--- src/rtl/wb.sv ---
// MEM/WB pipeline register with write-back mux and register-0 write suppression.
// Define WB_LOAD_EXT_EN to add LoadType_In and byte/halfword load extension on the memory path.
module wb #(
  parameter int DATA_W = 32,
  parameter int REG_W  = 5
) (
  input  logic              Clk,
  input  logic              Reset_n,
  input  logic [DATA_W-1:0] Address_In,
  input  logic [1:0]        WBControl_In,
  input  logic [DATA_W-1:0] Data_In,
  input  logic [REG_W-1:0]  WriteReg_In,
  input  logic              Stall_In,
  input  logic              Flush_In,
`ifdef WB_LOAD_EXT_EN
  input  logic [2:0]        LoadType_In,
`endif
  output logic [DATA_W-1:0] Data_Out,
  output logic              RegWrite_Out,
  output logic [REG_W-1:0]  WriteReg_Out
);

  logic [DATA_W-1:0] addr_q;
  logic [DATA_W-1:0] data_q;
  logic [1:0]        ctrl_q;
  logic [REG_W-1:0]  wreg_q;
  logic [DATA_W-1:0] mem_data;

  // Flush beats stall so a squashed instruction can never be held in place.
  always_ff @(posedge Clk or negedge Reset_n) begin
    if (!Reset_n) begin
      addr_q <= '0;
      data_q <= '0;
      ctrl_q <= '0;
      wreg_q <= '0;
    end else if (Flush_In) begin
      addr_q <= '0;
      data_q <= '0;
      ctrl_q <= '0;
      wreg_q <= '0;
    end else if (!Stall_In) begin
      addr_q <= Address_In;
      data_q <= Data_In;
      ctrl_q <= WBControl_In;
      wreg_q <= WriteReg_In;
    end
  end

`ifdef WB_LOAD_EXT_EN
  logic [2:0] ltype_q;

  always_ff @(posedge Clk or negedge Reset_n) begin
    if (!Reset_n) begin
      ltype_q <= '0;
    end else if (Flush_In) begin
      ltype_q <= '0;
    end else if (!Stall_In) begin
      ltype_q <= LoadType_In;
    end
  end

  always_comb begin
    mem_data = data_q;
    case (ltype_q)
      3'b001:  mem_data = {{(DATA_W-8){data_q[7]}}, data_q[7:0]};
      3'b010:  mem_data = {{(DATA_W-8){1'b0}}, data_q[7:0]};
      3'b011:  mem_data = {{(DATA_W-16){data_q[15]}}, data_q[15:0]};
      3'b100:  mem_data = {{(DATA_W-16){1'b0}}, data_q[15:0]};
      default: mem_data = data_q;
    endcase
  end
`else
  assign mem_data = data_q;
`endif

  assign Data_Out     = ctrl_q[0] ? mem_data : addr_q;
  assign RegWrite_Out = ctrl_q[1] && (wreg_q != '0);
  assign WriteReg_Out = wreg_q;

endmodule

--- config.mk ---
export PLATFORM = sky130hd
export DESIGN_NAME = wb
export DESIGN_NICKNAME = d
export VERILOG_FILES = /design/src/rtl/wb.sv
export SDC_FILE = /design/constraint.sdc
export NUM_CORES = 1
export LEC_CHECK = 0
export BUFFER_PORTS_ARGS = -buffer_cell sky130_fd_sc_hd__buf_4
export CAP_MARGIN = 20
export CORE_MARGIN = 10
export CORE_UTILIZATION = 45
export DETAILED_ROUTE_END_ITERATION = 8
export HOLD_SLACK_MARGIN = 0.08
export PLACE_DENSITY = 0.74
export SETUP_SLACK_MARGIN = 0.05
export SLEW_MARGIN = 20
export SYNTH_ARGS = -nofsm -noshare
export SYNTH_HDL_FRONTEND = slang
export SYNTH_SLANG_ARGS = --single-unit
--- constraint.sdc ---
create_clock -name Clk -period 2.6 [get_ports Clk]
set_clock_uncertainty 0.1 [all_clocks]
set_input_delay 0.52 -clock Clk [delete_from_list [all_inputs] [get_ports Clk]]
set_output_delay 0.52 -clock Clk [all_outputs]
set_load 0.02 [all_outputs]
==> metrics.md <==
| Metric | Value |
|---|---|
| Status | completed |
| F_max | 454 MHz |
| CTS buffer count | 9 |
| Setup CP Type | reg -> out |
| Synthesized area | 3240 um^2 |
| Synth warn | 0 |
| Die area | 11,000 um^2 |
| Post-synthesis sequential area ratio | 0.549 |
| Hold-fix buffer count after cts | 0 |
| Slew Viols, Final | 0 |
| Worst-path clk slew | 0.07 ns |
| First-pass detailed-route iteration total | 4 |
| Multi-input gate area | 1350 um^2 |
| Antenna cell count | 0 |
| Final setup vio count | 0 |
| Clock Latency Late Sink | 0.34 ns |
| Worst min-delay path class | in -> async |
| Total Power | 2.55 mW |
| Worst EP arrival | 1.58 ns |
| Netlist cell types | 9 |
| Vias in the first global route | 2,577 |
| Starting Density | 0.469 |
| Via/cell ratio | 4.92 |
| Root Buffer | clkbuf_8 |
| Leakage power total | 2.34 nW |
| Crit path time final | 2.20 ns |
| First-pass GRT wire length | 12.9 mm |
| Die width | 105 um |
| Final Hold Viols | 0 |
| CP endpoint kind | output pin |
| Layout filler cell count | 615 |
| Initial antenna violation count | 0 |
| Met3 Use GR | 0.0694 |
| # IOs | 113 |
| Port Buffers | 112 |
| Routed wire length | 7.79 mm |
| Core ar. | 6910 um^2 |
| CP Max Fanout | 3 |
| Global route total overflow | 0 |
| Clock sink count | 71 |
| Die height | 105 um |
| Clk buf depth | 2 |
| Post-CTS resize count | 0 |
| RSZ-0062 raised after global routing | false |
| DRC | 0 |
| Post-CTS Setup Inserts | 0 |
| DRT antenna net count | 0 |
| Layout cells sized above 1 | 0.429 |
| Register area | 1780 um^2 |
| H-Tree Depth | 3 |
| 1st-iter DRT viols | 142 |
| Synth Instances | 267 |
| TritonCTS clock tree | built |
| Most frequent cells in the layout | buf_4, dfrtp_1, mux2i_1, nor2_1, mux2_2 |
| Worst-Margin Slew | 0.904 ns |
| Num rows | 30 |
| Yosys reg bits | 71 |
| Vias | 2,333 |
| Syn Area/Cell | 12.1 um^2 |
| Largest net degree at the start of global routing | 72 |
| Max-Cap Viols | 0 |
| WP data required | 1.98 ns |
| Crit start category | flip-flop |
| Worst IR drop on VDD | 0.331 mV |
| M1 GR Usage | 0.172 |
| Met2 Use GR | 0.214 |
| Tcrit/Tclk final | 0.846 |
| Routed WL per cell | 16.4 um |
| Post-synthesis net count | 342 |
| Commonest non-fill, non-tap cell in the layout | buf_4 |
| Total GRT Usage | 0.143 |
| PwrDens | 588 nW/um^2 |
| Setup TNS Final | 0 ns |
| Rel. slew slack | 0.398 |
| Placer Congestion | 0.721 |
| Most Used Layer, Global Route | met2 |
| Area Growth Syn to Fin | 33.9% |
| Nets | 448 |
| Final HPWL DP | 5.31 mm |
-- path summary, 6_finish.rpt --
path / from / endpoint / slack, ns / cells past startpoint
worst max-delay path: WriteReg_Out[0]$_DFFE_PN0P_ / RegWrite_Out / 0.40 / 3
worst min-delay path: Reset_n / WriteReg_Out[3]$_DFFE_PN0P_ / 0.18 / 1
worst max register to register: ctrl_q[0]$_DFFE_PN0P_ / ctrl_q[0]$_DFFE_PN0P_ / 1.52 / 3
worst min register to register: data_q[2]$_DFFE_PN0P_ / data_q[2]$_DFFE_PN0P_ / 0.42 / 2
max in group asynchronous: Reset_n / addr_q[25]$_DFFE_PN0P_ / 1.61 / 1
min in group Clk: Data_In[31] / data_q[31]$_DFFE_PN0P_ / 0.31 / 3
-- synth_stat cells --
master    number  share of area
dfrtp_1       71           0.55
clkbuf_1       8         0.0093
mux2_2        32           0.11
mux2i_1       71           0.22
o21a_1         1         0.0023
nor2_1        71          0.082
buf_4          7          0.016
buf_2          5         0.0077
or4_1          1         0.0023
-- routing by layer --
layer / share of wire / up-vias
li1: - / 1106
met1: 0.42 / 1139
met2: 0.46 / 77
met3: 0.098 / 11
met4: 0.016 / 0
met5: 0 / -
-- registers in the layout (all words and copies together), names as in the netlist --
register and flops:
data_q 32, WriteReg_Out 5, ctrl_q 2, addr_q 32
-- power by group --
group	internal [mW]	switching, mW	leakage [nW]
sequential	1.17	0.0323	0.942
clock	0.519	0.393	0.109
combinational	0.225	0.212	1.29
-- area by class of cell --
| class | instances | area share |
|---|---|---|
| clock inverters | 3 | 0.00924 |
| well taps | 96 | 0.0277 |
| multi-input cells | 176 | 0.312 |
| repair buffers | 115 | 0.202 |
| clock buffers | 13 | 0.0390 |
| flip-flops and latches | 71 | 0.410 |
-- logic make-up (layout without fill, tap and decap cells) --
group,count (synthesis),in the layout,share of synthesized area
buffers and inverters,20,131,0.0332
multiplexers,103,103,0.331
AND/OR/NAND/NOR,72,72,0.0847
AO/OA/AOI/OAI,1,1,0.00232
flip-flops,71,71,0.549
-- critical path, stage by stage, from the launching register on --
cell and delay (ns):
dfrtp_1 0.40, or4_1 0.52, o21a_1 0.18, buf_4 0.15
-- stage by stage --
step	std cells	cell area [um^2]	hold WS [ns]	util	setup WS (ns)
4_1_cts	474	4330	0.236	0.628	0.375
3_5_place_dp	458	4130	0.408	0.597	0.761
2_1_floorplan	267	3240	0.124	-	0.768
6_report	474	4330	0.180	0.628	0.399
5_1_grt	474	4330	0.265	0.628	0.314
3_3_place_gp	458	4130	0.399	0.597	0.771
Power figures use the tool's default switching activity.
